===== config.mk =====
export PLATFORM = sky130hd
export DESIGN_NAME = mem_request_unit_flat
export DESIGN_NICKNAME = d
export VERILOG_FILES = /design/src/rtl/cpu_types_pkg.sv /design/src/rtl/mem_request_unit_if.sv /design/src/rtl/mem_request_perf.sv /design/src/rtl/mem_request_unit.sv /design/src/flat_wrapper.sv
export SDC_FILE = /design/constraint.sdc
export NUM_CORES = 1
export LEC_CHECK = 0
export BUFFER_PORTS_ARGS = -buffer_cell sky130_fd_sc_hd__buf_2
export CORE_ASPECT_RATIO = 0.8
export CORE_MARGIN = 5
export CORE_UTILIZATION = 43
export DETAILED_ROUTE_END_ITERATION = 10
export PLACE_DENSITY_LB_ADDON = 0.15
export REMOVE_ABC_BUFFERS = 1
export SETUP_SLACK_MARGIN = 0.5
export SLEW_MARGIN = 20
export SYNTH_ARGS = -nofsm -noshare
export SYNTH_HDL_FRONTEND = slang
export SYNTH_SLANG_ARGS = --single-unit

===== constraint.sdc =====
create_clock -name CLK -period 1.91 [get_ports CLK]
set_input_delay 0.0955 -clock CLK [delete_from_list [all_inputs] [get_ports CLK]]
set_output_delay 0.0955 -clock CLK [all_outputs]
set_load 0.005 [all_outputs]

===== src/rtl/cpu_types_pkg.sv =====
// Shared CPU datapath types: machine word and the memory-request FSM state encoding.
package cpu_types_pkg;

  localparam int unsigned WORD_W = 32;
  localparam int unsigned PERF_W = 32;

  typedef logic [WORD_W-1:0] word_t;

  typedef enum logic [1:0] {
    IDLE,
    DREQ,
    DONE,
    HALTED
  } req_state_t;

  function automatic logic is_data_req(input logic ren, input logic wen);
    return ren | wen;
  endfunction

endpackage


===== src/rtl/mem_request_unit_if.sv =====
// Pipeline/cache-side signal bundle for mem_request_unit.
// master: the request unit itself; slave: the surrounding pipeline, cache and hazard unit.
interface mem_request_unit_if #(
  parameter int unsigned ADDR_W = 32
);
  import cpu_types_pkg::*;

  logic              mem_dREN;
  logic              mem_dWEN;
  logic              mem_halt;
  logic [ADDR_W-1:0] mem_addr;
  logic [ADDR_W-1:0] mem_store;
  logic              mem_advance;
  logic              mem_flush;
  logic              ihit_raw;
  logic              dhit_raw;

  logic              imemREN;
  logic              dmemREN;
  logic              dmemWEN;
  logic [ADDR_W-1:0] dmemaddr;
  logic [ADDR_W-1:0] dmemstore;
  logic              ihit;
  logic              dhit;
  logic              halt;
  logic              busy;

  logic [PERF_W-1:0] perf_dstall_cnt;
  logic [PERF_W-1:0] perf_dacc_cnt;

  modport master (
    input  mem_dREN, mem_dWEN, mem_halt, mem_addr, mem_store,
           mem_advance, mem_flush, ihit_raw, dhit_raw,
    output imemREN, dmemREN, dmemWEN, dmemaddr, dmemstore,
           ihit, dhit, halt, busy, perf_dstall_cnt, perf_dacc_cnt
  );

  modport slave (
    output mem_dREN, mem_dWEN, mem_halt, mem_addr, mem_store,
           mem_advance, mem_flush, ihit_raw, dhit_raw,
    input  imemREN, dmemREN, dmemWEN, dmemaddr, dmemstore,
           ihit, dhit, halt, busy, perf_dstall_cnt, perf_dacc_cnt
  );

endinterface


===== src/rtl/mem_request_perf.sv =====
// Saturating data-stall / data-access counter pair; only compiled when MEM_REQUEST_PERF_EN is defined.
`ifdef MEM_REQUEST_PERF_EN
module mem_request_perf
  import cpu_types_pkg::*;
#(
  parameter int unsigned CNT_W = PERF_W
) (
  input  logic             CLK,
  input  logic             nRST,
  input  logic             in_dreq,
  input  logic             dhit,
  input  logic             halt,
  output logic [CNT_W-1:0] dstall_cnt,
  output logic [CNT_W-1:0] dacc_cnt
);

  always_ff @(posedge CLK or negedge nRST) begin
    if (!nRST) begin
      dstall_cnt <= '0;
      dacc_cnt   <= '0;
    end else if (!halt) begin
      if (in_dreq && (dstall_cnt != '1)) dstall_cnt <= dstall_cnt + 1'b1;
      if (dhit && (dacc_cnt != '1))      dacc_cnt   <= dacc_cnt + 1'b1;
    end
  end

endmodule
`endif


===== src/rtl/mem_request_unit.sv =====
// MEM-stage request framing, qualified cache hits and halt sequencing.
// Optional perf counters: define MEM_REQUEST_PERF_EN.
module mem_request_unit
  import cpu_types_pkg::*;
#(
  parameter int unsigned ADDR_W = 32
) (
  input logic               CLK,
  input logic               nRST,
  mem_request_unit_if.master bus
);

  req_state_t        state;
  logic              imem_ren_q;
  logic              dmem_ren_q;
  logic              dmem_wen_q;
  logic              halt_q;
  logic              busy_q;
  logic [ADDR_W-1:0] addr_q;
  logic [ADDR_W-1:0] store_q;
  logic              dhit_q;

  always_ff @(posedge CLK or negedge nRST) begin
    if (!nRST) begin
      state      <= IDLE;
      imem_ren_q <= 1'b1;
      dmem_ren_q <= 1'b0;
      dmem_wen_q <= 1'b0;
      halt_q     <= 1'b0;
      busy_q     <= 1'b0;
      addr_q     <= '0;
      store_q    <= '0;
    end else begin
      case (state)
        IDLE: begin
          // A data access outranks a halt in the same instruction slot.
          if (is_data_req(bus.mem_dREN, bus.mem_dWEN) && !bus.mem_flush) begin
            state      <= DREQ;
            dmem_ren_q <= bus.mem_dREN & ~bus.mem_dWEN;
            dmem_wen_q <= bus.mem_dWEN;
            addr_q     <= bus.mem_addr;
            store_q    <= bus.mem_store;
            busy_q     <= 1'b1;
            imem_ren_q <= 1'b0;
          end else if (bus.mem_halt && !bus.mem_flush) begin
            state      <= HALTED;
            halt_q     <= 1'b1;
            imem_ren_q <= 1'b0;
          end
        end
        DREQ: begin
          if (bus.dhit_raw) begin
            dmem_ren_q <= 1'b0;
            dmem_wen_q <= 1'b0;
            busy_q     <= 1'b0;
            imem_ren_q <= 1'b1;
            state      <= bus.mem_advance ? IDLE : DONE;
          end
        end
        DONE: begin
          // Stalled instruction still sits in EX/MEM; wait for it to leave.
          if (bus.mem_advance || bus.mem_flush) state <= IDLE;
        end
        HALTED: begin
          state <= HALTED;
        end
        default: state <= IDLE;
      endcase
    end
  end

  assign dhit_q = bus.dhit_raw & (state == DREQ);

  assign bus.imemREN   = imem_ren_q;
  assign bus.dmemREN   = dmem_ren_q;
  assign bus.dmemWEN   = dmem_wen_q;
  assign bus.dmemaddr  = addr_q;
  assign bus.dmemstore = store_q;
  assign bus.halt      = halt_q;
  assign bus.busy      = busy_q;
  assign bus.dhit      = dhit_q;
  assign bus.ihit      = bus.ihit_raw & imem_ren_q;

`ifdef MEM_REQUEST_PERF_EN
  logic [PERF_W-1:0] dstall_cnt;
  logic [PERF_W-1:0] dacc_cnt;

  mem_request_perf #(
    .CNT_W(PERF_W)
  ) u_perf (
    .CLK        (CLK),
    .nRST       (nRST),
    .in_dreq    (state == DREQ),
    .dhit       (dhit_q),
    .halt       (halt_q),
    .dstall_cnt (dstall_cnt),
    .dacc_cnt   (dacc_cnt)
  );

  assign bus.perf_dstall_cnt = dstall_cnt;
  assign bus.perf_dacc_cnt   = dacc_cnt;
`else
  assign bus.perf_dstall_cnt = '0;
  assign bus.perf_dacc_cnt   = '0;
`endif

endmodule


===== src/flat_wrapper.sv =====
// flat-port wrapper written by rule: the top's interface ports become plain ports
module mem_request_unit_flat import cpu_types_pkg::*;
#(
  parameter int unsigned ADDR_W = 32
)
  (CLK, nRST, bus_mem_dREN, bus_mem_dWEN, bus_mem_halt, bus_mem_addr, bus_mem_store, bus_mem_advance, bus_mem_flush, bus_ihit_raw, bus_dhit_raw, bus_imemREN, bus_dmemREN, bus_dmemWEN, bus_dmemaddr, bus_dmemstore, bus_ihit, bus_dhit, bus_halt, bus_busy, bus_perf_dstall_cnt, bus_perf_dacc_cnt);
  mem_request_unit_if #(.ADDR_W(ADDR_W)) bus_i ();
  input logic CLK;
  input logic nRST;
  input wire logic [$bits(bus_i.mem_dREN)-1:0] bus_mem_dREN;
  input wire logic [$bits(bus_i.mem_dWEN)-1:0] bus_mem_dWEN;
  input wire logic [$bits(bus_i.mem_halt)-1:0] bus_mem_halt;
  input wire logic [$bits(bus_i.mem_addr)-1:0] bus_mem_addr;
  input wire logic [$bits(bus_i.mem_store)-1:0] bus_mem_store;
  input wire logic [$bits(bus_i.mem_advance)-1:0] bus_mem_advance;
  input wire logic [$bits(bus_i.mem_flush)-1:0] bus_mem_flush;
  input wire logic [$bits(bus_i.ihit_raw)-1:0] bus_ihit_raw;
  input wire logic [$bits(bus_i.dhit_raw)-1:0] bus_dhit_raw;
  output wire logic [$bits(bus_i.imemREN)-1:0] bus_imemREN;
  output wire logic [$bits(bus_i.dmemREN)-1:0] bus_dmemREN;
  output wire logic [$bits(bus_i.dmemWEN)-1:0] bus_dmemWEN;
  output wire logic [$bits(bus_i.dmemaddr)-1:0] bus_dmemaddr;
  output wire logic [$bits(bus_i.dmemstore)-1:0] bus_dmemstore;
  output wire logic [$bits(bus_i.ihit)-1:0] bus_ihit;
  output wire logic [$bits(bus_i.dhit)-1:0] bus_dhit;
  output wire logic [$bits(bus_i.halt)-1:0] bus_halt;
  output wire logic [$bits(bus_i.busy)-1:0] bus_busy;
  output wire logic [$bits(bus_i.perf_dstall_cnt)-1:0] bus_perf_dstall_cnt;
  output wire logic [$bits(bus_i.perf_dacc_cnt)-1:0] bus_perf_dacc_cnt;
  assign bus_i.mem_dREN = bus_mem_dREN;
  assign bus_i.mem_dWEN = bus_mem_dWEN;
  assign bus_i.mem_halt = bus_mem_halt;
  assign bus_i.mem_addr = bus_mem_addr;
  assign bus_i.mem_store = bus_mem_store;
  assign bus_i.mem_advance = bus_mem_advance;
  assign bus_i.mem_flush = bus_mem_flush;
  assign bus_i.ihit_raw = bus_ihit_raw;
  assign bus_i.dhit_raw = bus_dhit_raw;
  assign bus_imemREN = bus_i.imemREN;
  assign bus_dmemREN = bus_i.dmemREN;
  assign bus_dmemWEN = bus_i.dmemWEN;
  assign bus_dmemaddr = bus_i.dmemaddr;
  assign bus_dmemstore = bus_i.dmemstore;
  assign bus_ihit = bus_i.ihit;
  assign bus_dhit = bus_i.dhit;
  assign bus_halt = bus_i.halt;
  assign bus_busy = bus_i.busy;
  assign bus_perf_dstall_cnt = bus_i.perf_dstall_cnt;
  assign bus_perf_dacc_cnt = bus_i.perf_dacc_cnt;
  mem_request_unit #(.ADDR_W(ADDR_W)) u_core (.CLK(CLK), .nRST(nRST), .bus(bus_i));
endmodule

# Word-level counts from Yosys, hierarchy flattened
# Index checks and enable logic that the tools add are counted.
# classes
n_mul,0
n_addsub,0
magnitude_cmp,0
mux,17
shift,0
n_eq_ne,7
reduce_logical,11
bitwise,6
n_div,0
# op_table
operator,count
AND reduction 3 bit,4
2-to-1 mux 2 bit,5
case mux 1 bit (2 select lines),4
case mux 2 bit (4 select lines),1
2-to-1 mux 1 bit,7
== test 2 bit (second input constant),2
inequality test 2 x 1 -> 1 bit (second input constant),2
AND 1 bit,3
inequality test 3 x 1 -> 1 bit (second input constant),1
== test 2 x 1 -> 1 bit (second input constant),1
logical AND 1 bit,2
zero test 2 bit,1
inequality test 2 bit (second input constant),1
inverter 1 bit,2
AND reduction 2 bit,1
nonzero test 2 bit,1
zero test 1 bit,1
logical OR 1 bit,1
bitwise OR 1 bit,1
# word_totals
latch_bits,0
register_bits,71
word_cells,49
mem_count,0
romBits,0
ramBits,0

# Longest topological paths before layout
# depth
word_depth,5
depth_mapped,7
depth_no_buf,6

# Worst setup path before layout
# OpenSTA, ideal clock, no wires.
# synth_timing
kind,register -> register
start,register u_core.state[0]
end,register u_core.addr_q[0] (netlist: u_core.bus.dmemaddr[0])
stages_incl_launch_ff,7
setup_time_ns,0.125
n_path_buf,2
slack_ns,0.206
arrival_time_ns,1.579
path_cell_list,dfrtp_1 > inv_1 > ha_1 > nor3b_4 > buf_6 > buf_4 > mux2_2
# synth_between
elab_chain_len,2
# synth_rtl
item,line_no,text
"start, declared",mem_request_unit.sv:13,req_state_t state;
"start signal, assigned",mem_request_unit.sv:57,state <= bus.mem_advance ? IDLE : DONE;
zero test 2 bit,mem_request_unit.sv:34,case (state)
AND reduction 2 bit (no line),--,
"end signal, assigned",mem_request_unit.sv:41,addr_q <= bus.mem_addr;
"end, declared",mem_request_unit.sv:19,logic [ADDR_W-1:0] addr_q;
# Every way passes these cells.
# A chain may end at the register's enable or synchronous reset.

# Worst setup path in the final report
# layout_timing
start,register u_core.state[1]
end,register u_core.addr_q[12] (netlist: u_core.bus.dmemaddr[12])
# The elaborated chain is that of the path after synthesis.

==> results.txt <==
Synth-to-Final Area Change = 61.96%
DIE AREA = 0.009568 mm^2
Number of global-route vias before repair = 2681
Number of CTS-inserted buffers = 9
WL met2 = 4711 um
Register area share after synthesis = 0.5368
DRC violation total after the first TritonRoute iteration = 62
Share of layout cells above drive strength 1 = 0.5419
Prevailing post-synth register cell = dfrtp_1
CTS tree = built
Vias after detailed routing = 2561
Commonest non-fill, non-tap cell in the layout = buf_2
Min Hold Slack = 41.22 ps
Overall Power = 7.487 mW
Drt pass-1 iters = 4
Post-synth EDFFs = 0
DP HPWL = 5383 um
Switching pwr = 2.252 mW
Part of the power in combinational logic = 0.454
Crit-path max cell delay = 400 ps
Initial Utilization = 0.4438
HP Start = bus_dhit_raw
Yosys warnings = 0
Max-slew violations = 0
CP startpoint kind = flop
Clock power frac = 0.184
Final net count = 562
Internal power = 5.235 mW
Met1 Wirelength = 3747 um
Cell area after synthesis = 0.003312 mm^2
Fin util = 0.7188
First-pass GRT wire length = 13430 um
Reg clk slew, reported paths = 80 ps
Final worst slack = 200.3 ps
Commonest cells after routing, fill and taps aside = 143 x buf_2, 70 x dfrtp_1, 65 x dlygate4sd3_1
Gpl congestion = 0.7227
F_max = 584.9 MHz
Period minus WS final = 1710 ps
Critical path type = flop to flop
Worst Path Required = 2140 ps
Placed inst area = 0.003923 mm^2
Hold Path Class = primary input to flop
Worst setup EP type = flop
Netlist cell types = 25
CP startpoint = u_core.state[1]
Final setup fails = 0
Slowest CP cell = dfrtp_1
Async SR Flop Fraction = 1.000
R2r startpoint = u_core.state[1]
DRC = 0
Worst VDD drop = 0.6551 mV
Period utilization = 0.8951
Syn Area/Cell = 13.57 um^2
Outcome = finished, final reports clean
GR Util All Layers = 0.1824
# diodes = 0
Final Hold Vio Count = 0
Width of the die = 108.1 um
# IOs = 208
Clock tree buffer depth = 2
Largest net degree at the start of global routing = 72
Placed cells = 487
Max Cap Violations = 0
Max Used Layer = met4
CP cell instances = inv_2 > ha_4 > nor3b_4 > buf_6 > buf_8 > clkbuf_16 > mux2_4
Layout Cells excl Fill = 594
#FFs+latches synth = 71
Initial antenna violation count = 0
Switching share of power = 0.3008
Flop pwr share = 0.363
DR WL/cell = 16.02 um
Vias/cell = 4.311
Dpl ws = 65.73 ps
Crit-path max FO = 4
Global route total overflow = 0
Leakage Power = 2.711 nW
Routed WL = 9513 um
Arrival time at the worst endpoint = 1940 ps
P per Cell Area = 1396 mW/mm^2
Met3 wire length = 947 um
PortBufs = 143
Root Buffer = clkbuf_8
Core area = 0.007462 mm^2
Chip Height = 88.50 um
Htree depth = 3
Worst Skew = 6.846 ps
Final instance area = 0.005364 mm^2
RSZ-0062 raised after global routing = yes
Post-synthesis instance total = 244
Clk sinks = 71
# rows = 28
Post-DRT Antenna Nets = 0
Setup TNS = 0 ps
Clock Latency Late Sink = 350 ps
==> final timing paths <==
check,to,slack (ps),cells after the start
setup / recovery,u_core.bus.dmemaddr[12],200,7
hold / removal,u_core.bus.busy,40,3
setup reg to reg,u_core.bus.dmemaddr[12],200,7
hold reg to reg,u_core.bus.halt,460,1
max in group asynchronous,u_core.bus.imemREN,1270,3
min in group asynchronous,u_core.bus.dmemaddr[31],310,3
==> synthesized netlist by cell type (2+ instances only) <==
master,n,share of area
dfrtp_1,70,0.53
buf_4,66,0.15
mux2_2,65,0.22
ha_1,5,0.019
buf_2,3,0.0045
inv_1,3,0.0034
mux2i_1,3,0.0091
nand2_1,3,0.0034
nor2_1,3,0.0034
o2bb2ai_1,3,0.0079
and2_1,2,0.0038
buf_6,2,0.0068
nor2b_1,2,0.0038
nor3_1,2,0.0030
o21ai_0,2,0.0030
==> power groups by stage <==
stage	clock (mW)	sequential (mW)	combinational, mW
floorplan	0	2.73	1.14
global placement	0	2.66	2.30
detailed placement	0	2.68	2.36
CTS	1.41	2.67	2.91
global route	1.48	2.79	3.67
finish	1.37	2.71	3.40
==> worst max-delay path: cells and delay by family (launching register included) <==
family / cells / cell delay [ps]
adder cells (fa/ha/maj): 1 / 130
buffers and inverters: 4 / 530
multiplexers: 1 / 290
AND/OR/NAND/NOR: 1 / 230
flip-flops: 1 / 400
==> cells by family after synthesis <==
family / Yosys count / synth area share
other cells: 1 / 0.001132
compound gates: 8 / 0.01813
mux: 68 / 0.2301
simple gates: 17 / 0.03060
fa+ha+maj: 5 / 0.01889
buf+inv: 74 / 0.1643
flops: 71 / 0.5368
==> registers in the layout, indices dropped and copies added, names as in the netlist <==
register and cells:
u_core.bus.busy 1, u_core.bus.dmemREN 1, u_core.bus.dmemWEN 1, u_core.bus.dmemaddr 32, u_core.bus.dmemstore 32, u_core.bus.halt 1, u_core.bus.imemREN 1, u_core.state 2
==> layout make-up <==
type,instances,area [um^2]
Sequential cell,71,1778
Fill cell,502,2098
Inverter,3,11.26
Clock buffer,11,151.4
Multi-Input combinational cell,162,1405
Tap cell,105,131.4
Clock inverter,5,80.08
Timing Repair Buffer,237,1807
==> repair_timing <==
action,in CTS,in global routing
gates resized for setup,24,36
setup buffers,13,6
setup endpoints to repair,70,70
pin swaps,2,5
hold endpoints to repair,134,0
gates cloned,4,3
hold buffers,65,0
==> per-layer routing <==
| layer | GRT usage | vias up |
|---|---|---|
| met4 | 0.04014 | 0 |
| met1 | 0.2131 | 1240 |
| li1 | - | 1180 |
| met2 | 0.3155 | 129 |
| met5 | 0 | - |
| met3 | 0.07877 | 12 |
Power figures use the tool's default switching activity.
